`src/rtl/tff_count_pkg.sv`:
```
// Shared types for the T-FF counter sequencer: controller states and count directions.
package tff_count_pkg;

    typedef enum logic [1:0] {
        IDLE = 2'd0,
        LOAD = 2'd1,
        RUN  = 2'd2,
        DONE = 2'd3
    } state_t;

    localparam logic DIR_UP   = 1'b1;
    localparam logic DIR_DOWN = 1'b0;

endpackage

```
`src/rtl/tff_bit.sv`:
```
// Single T flip-flop with async active-low clear; toggles on each edge where t is high.
module tff_bit (
    input  logic clk,
    input  logic rst,
    input  logic t,
    output logic q,
    output logic q_bar
);

    always_ff @(posedge clk or negedge rst) begin
        if (!rst)   q <= 1'b0;
        else if (t) q <= ~q;
    end

    assign q_bar = ~q;

endmodule

```
`src/rtl/tff_count_seq.sv`:
```
// Sequencer driving a bank of T flip-flops as a loadable up/down counter with busy/done handshake.
// Optional: define TFF_COUNT_SEQ_AUTORELOAD_EN to restart from DONE into LOAD (free-running divider).
module tff_count_seq
    import tff_count_pkg::*;
#(
    parameter int WIDTH = 8
) (
    input  logic             clk,
    input  logic             rst,
    input  logic             start,
    input  logic             dir,
    input  logic [WIDTH-1:0] limit,
    input  logic             hold,
    input  logic             abort,
    output logic             busy,
    output logic             done,
    output logic [WIDTH-1:0] q,
    output logic [WIDTH-1:0] t_vec
);

    state_t           state, nstate;
    logic             dir_r;
    logic [WIDTH-1:0] lim_r;
    logic [WIDTH-1:0] qb, up_t, dn_t, step_t, step_q, init_v, tgt_v;

    // Ripple toggle terms: a bit flips when every lower bit is 1 (up) or 0 (down).
    for (genvar i = 0; i < WIDTH; i++) begin : g_bit
        tff_bit u_bit (
            .clk   (clk),
            .rst   (rst),
            .t     (t_vec[i]),
            .q     (q[i]),
            .q_bar (qb[i])
        );
        if (i == 0) begin : g_lsb
            assign up_t[i] = 1'b1;
            assign dn_t[i] = 1'b1;
        end else begin : g_upper
            assign up_t[i] = &q[i-1:0];
            assign dn_t[i] = &qb[i-1:0];
        end
    end

    assign init_v = (dir_r == DIR_UP) ? '0 : lim_r;
    assign tgt_v  = (dir_r == DIR_UP) ? lim_r : '0;
    assign step_t = (dir_r == DIR_UP) ? up_t : dn_t;
    assign step_q = q ^ step_t;

    always_ff @(posedge clk or negedge rst) begin
        if (!rst) begin
            state <= IDLE;
            dir_r <= 1'b0;
            lim_r <= '0;
        end else begin
            state <= nstate;
            if (state == IDLE && start) begin
                dir_r <= dir;
                lim_r <= limit;
            end
        end
    end

    always_comb begin
        nstate = state;
        t_vec  = '0;
        case (state)
            IDLE: if (start) nstate = LOAD;
            LOAD: begin
                if (abort) nstate = IDLE;
                else begin
                    t_vec  = q ^ init_v;
                    nstate = (init_v == tgt_v) ? DONE : RUN;
                end
            end
            RUN: begin
                // abort outranks both hold and reaching the target
                if (abort) nstate = IDLE;
                else if (!hold) begin
                    t_vec = step_t;
                    if (step_q == tgt_v) nstate = DONE;
                end
            end
            DONE: begin
`ifdef TFF_COUNT_SEQ_AUTORELOAD_EN
                nstate = LOAD;
`else
                nstate = IDLE;
`endif
            end
            default: nstate = IDLE;
        endcase
    end

    assign busy = (state == LOAD) || (state == RUN);
    assign done = (state == DONE);

endmodule

```
`config.mk`:
```
export PLATFORM = sky130hd
export DESIGN_NAME = tff_count_seq
export DESIGN_NICKNAME = d
export VERILOG_FILES = /design/src/rtl/tff_count_pkg.sv /design/src/rtl/tff_bit.sv /design/src/rtl/tff_count_seq.sv
export SDC_FILE = /design/constraint.sdc
export NUM_CORES = 1
export LEC_CHECK = 0
export ABC_AREA = 1
export ABC_CLOCK_PERIOD_IN_PS = 2300
export BUFFER_PORTS_ARGS = -buffer_cell sky130_fd_sc_hd__buf_4
export CORE_MARGIN = 2
export CORE_UTILIZATION = 47
export DETAILED_ROUTE_END_ITERATION = 12
export PLACE_DENSITY_LB_ADDON = 0.1
export SLEW_MARGIN = 20
export SYNTH_ARGS = -nofsm -noshare
export SYNTH_HDL_FRONTEND = slang
export SYNTH_HIERARCHICAL = 1
export SYNTH_SLANG_ARGS = --single-unit
```
`constraint.sdc`:
```
create_clock -name clk -period 2.3 [get_ports clk]
set_input_delay 0.46 -clock clk [delete_from_list [all_inputs] [get_ports clk]]
set_output_delay 0.46 -clock clk [all_outputs]
set_load 0.02 [all_outputs]
```
* After elaboration in Yosys (flattened, before gate mapping)
Index checks and enable logic that the tools add are counted.
Widths: inputs -> output; s select.
** Storage, ports and cells
- Flip-flop bits (word level) :: 19
- Input port bits :: 14
** Operators by class
- Reduce and logical (&&, ||, !) cells :: 16
- Mux-type cells :: 14
- Bitwise operators :: 10
- Equality and inequality tests :: 8
** Operators with widths (count)
- $mux 8 :: 6
- $eq 8x8->1 :: 2
- $pmux 8 s2 :: 1
- $xor 8x8->8 :: 2
- $reduce_and 7->1 :: 2
- $reduce_and 6->1 :: 2
- $mux 2 :: 5
- $reduce_and 5->1 :: 2
- $reduce_and 3->1 :: 3
- $not 1->1 :: 8
- $pmux 2 s4 :: 1
- $reduce_and 4->1 :: 2
- $ne 3x3->1 const B :: 2
- $eq 2x2->1 const B :: 2
- $reduce_and 2->1 :: 2
- $eq 2x1->1 const B :: 1
- $logic_not 2->1 :: 1
- $ne 2x2->1 const B :: 1
- $logic_and 1x1->1 :: 1
- $logic_or 1x1->1 :: 1
- $mux 1 :: 1

* Depth between registers and ports, before layout
- Depth after elaboration :: 9
- Mapped depth :: 14
- Gate-level depth less buffers :: 14

* Modules after synthesis
Netlist, hierarchy kept.
** Modules (own cells, without submodules)
- tff_count_seq :: cells an instance 228, seq. area each 275.3 um^2, instances 1, area each 1321.3 um^2
- tff_bit :: cells an instance 6, seq. area each 25.0 um^2, instances 8, area each 46.3 um^2

* Worst setup path after synthesis
No wires, ideal clock.
- Path kind :: flip-flop to output port
- Start :: register state[0]
- End :: output port t_vec[3]
- Cell stages (with the launch flop) :: 7
- Setup slack :: 0.241 ns
- Arrival :: 1.599 ns
- Cell sequence :: dfrtp_1 -> inv_1 -> ha_1 -> nand2_1 -> nor2_1 -> nand3_1 -> a21oi_1
** Between the ends
- Longest elaborated chain between the ends :: 2
- Elaborated cells on any way between the ends :: 3
- Those cells by class :: eq/ne (2); mux (1)
** Ends and longest elaborated chain
- start: declaration :: RTL line tff_count_seq.sv:21 : state_t state, nstate;
- start signal: assignment :: RTL line tff_count_seq.sv:55 : state <= nstate;
- $eq 2x2->1 / $eq 2x1->1 (equally long branches) :: RTL line tff_count_seq.sv:66 : case (state)
- $pmux 8 s2 * :: RTL line tff_count_seq.sv:66
- end: declaration :: RTL line tff_count_seq.sv:18 : output logic [WIDTH-1:0] t_vec
Mark *: on every way between the ends. The rest lies on a longest branch, timed or not.

* Worst setup path after layout
- Start :: register state[0]
- End :: output port t_vec[4]
Same word-level chain as after synthesis.

==> results.cfg <==
[run_status]
status = complete, no violations

[grt]
overflow = 0
antenna_found_initial = 0
grt_pass1_vias = 1764
grt_max_degree = 30
grt_use_total_pct = 23.0
grt_pass1_wl_um = 7610

[finish]
fill_cells = 315
final_util_pct = 65.1
drive_above_1_share_pct = 33.5
design_area_sq_um = 2210
fin_cells = 368
nNetsFinal = 342
num_antenna_cells = 0
area_growth_pct = 30.5

[sta]
fin_crit_sh_pct = 98.7
tightest_slew_ns = 0.494
fin_setup_tns_ns = 0
max_freq_ghz = 0.441
setup_viol_count_final = 0
finClkSkew_ns = 0.00501
relSlewSlack_pct = 67.0
fin_crit_ns = 2.27
finalHoldViolCount = 0
rsz0062_at_grt = true
maxSlewViolCount = 0

[critical_path]
cp_num_buf_inv = 5
cp_max_fo = 4
r2r_slack_ns = 0.51
arrival_ns = 1.81
cpLargestDelayFamily = buffers and inverters
reg2regPathDepth = 12
worstReg2RegEnd = state[0]
path_cells = inv_2 -> buf_4 -> ha_4 -> clkinvlp_4 -> buf_4 -> a21oi_2 -> buf_4
cp_common_cell = buf_4
cp-end-kind = output pin
critPathRequiredTime_ns = 1.84
slowest_stage = dfrtp_1
crit_type = reg -> out
crit_path_start_kind = flip-flop
reg2reg_from = dir_r
cpPeakStageDelay_ns = 0.39

[synth]
synthTopCellsByArea = dfrtp_1 (28%), nand2_1 (19%), nand3_1 (13%), inv_1 (8.9%), a21oi_1 (5.3%)
synthTopCellsByCount = nand2_1 (85), nand3_1 (43), inv_1 (40)
syn_nets = 295
async_flop_share_pct = 100
synth_largest_area_cell = dfrtp_1
synth_top_flop_cell = dfrtp_1
syn-cell-area_sq_um = 1690
avgSynthCellArea_sq_um = 6.13
yosysMostFrequentCell = nand2_1
synth-edff-count = 0
yosysSeqAreaShare_pct = 28.1
ys_seq_elements = 19
yosysWarningCount = 6
synth_top_area_share_pct = 28.1
ys_types = 23
syn_inst = 276

[drt]
via_per_inst = 5.14
ant_nets = 0
routed_wl_um = 4660
initialDrtViolationCount = 171
drc = 0
drtPass1Iterations = 4
drt-wirelength-per-cell_um = 12.7
vias = 1891

[clock_network]
cts_root_buffer = clkbuf_4
clockBufferDepth = 2
clkSinkCount = 19
cts_tree = yes
cts_made_buffers = 3
clkTransAtPathRegs_ns = 0.12
h-tree-depth = 1
clkLatencyLatePin_ns = 0.31

[floorplanning]
die_w_um = 64.0
start_util_pct = 49.9
core-area_sq_um = 3390
die-area_sq_um = 4100
die_h_um = 64.0
num_rows = 21
io_pins = 32

[pwr]
p_leak_uw = 0.00116
ir_drop_mv = 0.747
powerDensity_nw_per_um2 = 1520

[worst_hold_path]
min_path_type = in -> async

[place]
place_congestion = 0.876
placed_cell_area_sq_um = 1970
dp.final_hpwl_um = 3130
port_buffers = 31
placed_cells = 352

[job]
cap_viol_max_count = 0
## cells in the final DEF (no fill, tap or decap), types with 2 or more instances in the layout
| cell | instances |
|---|---|
| nand3_1 | 42 |
| nand2_2 | 15 |
| nand2_1 | 82 |
| buf_4 | 44 |
| ha_2 | 2 |
| nand3b_1 | 2 |
| mux2_2 | 2 |
| o21ai_2 | 2 |
| inv_1 | 36 |
| a21oi_2 | 7 |
| buf_6 | 2 |
| nand3_2 | 3 |
| a21oi_1 | 10 |
| nor4_1 | 2 |
| nor2_2 | 4 |
| dfrtp_2 | 5 |
| inv_2 | 10 |
| inv_4 | 3 |
| ha_1 | 2 |
| clkbuf_4 | 3 |
| o21ai_0 | 8 |
| dfrtp_1 | 14 |
| nor2_1 | 12 |
## worst register-to-register path: cells and delay by family, from the launching register on
kind / cells / cell delay, ns
buf+inv: 1 / 0.32
flops: 1 / 0.41
simple gates: 11 / 0.97
## power by group
group          total, uW  internal, uW  switching (uW)
Combinational       2390           960            1430
Sequential           776           506             270
Clock                183          67.7             115
## sequential cells by signal, indices dropped and copies added, names as in the netlist
| signal | count |
|---|---|
| g_bit.u_bit/q | 8 |
| state | 2 |
| dir_r | 1 |
| lim_r | 8 |
## repair_timing
action,in CTS,in global routing
buffers inserted,2,10
cloned,0,0
pin swaps,0,8
hold buffers,0,0
hold endpoints to repair,0,0
gates resized for setup,11,25
endpoints found under the setup margin,8,8
## logic make-up after synthesis
| family | Yosys count | synth area share, % |
|---|---|---|
| mux | 2 | 1.33 |
| flops | 19 | 28.1 |
| compound gates | 30 | 9.17 |
| simple gates | 164 | 43.6 |
| buf+inv | 55 | 13.6 |
| xor+xnor | 1 | 0.518 |
| fa+ha+maj | 5 | 3.70 |
## per-layer routing
metal / track usage [%] / up-vias / part of all wire, %
met5: 0 / - / 0
met2: 39.6 / 54 / 50
met1: 30.1 / 870 / 44
met3: 2.99 / 9 / 4.7
li1: - / 958 / -
met4: 6.52 / 0 / 2.1
## worst max-delay path by stage
stage,from,end,slack (ns),cells after the start
finish,state[0],t_vec[4],0.03,7
global route,dir_r,t_vec[6],-0.07,8
CTS,state[0],t_vec[4],-0.008,6
detailed placement,state[1],t_vec[5],0.19,7
global placement,state[1],t_vec[5],0.20,7
floorplan,state[0],t_vec[3],0.24,6
## final cells by class
type	count	area (sq um)	share of cell area (%)
clock buffers	4	26.3	1.19
well taps	46	57.6	2.61
repair buffers	47	373	16.9
multi-input cells	202	1070	48.5
inverters	50	199	9.01
flip-flops and latches	19	482	21.8
## through the flow
| step | total power (uW) | hold WS (ns) | setup slack (ns) |
|---|---|---|---|
| finish | 3350 | 0.00332 | 0.0308 |
| global route | 3670 | 0.00848 | -0.0736 |
| CTS | 3050 | 0.0163 | -0.00850 |
| detailed placement | 2690 | 0.353 | 0.193 |
| global placement | 2670 | 0.351 | 0.196 |
| floorplan | 2170 | 0.164 | 0.241 |
(Power assumes the default switching activity.)
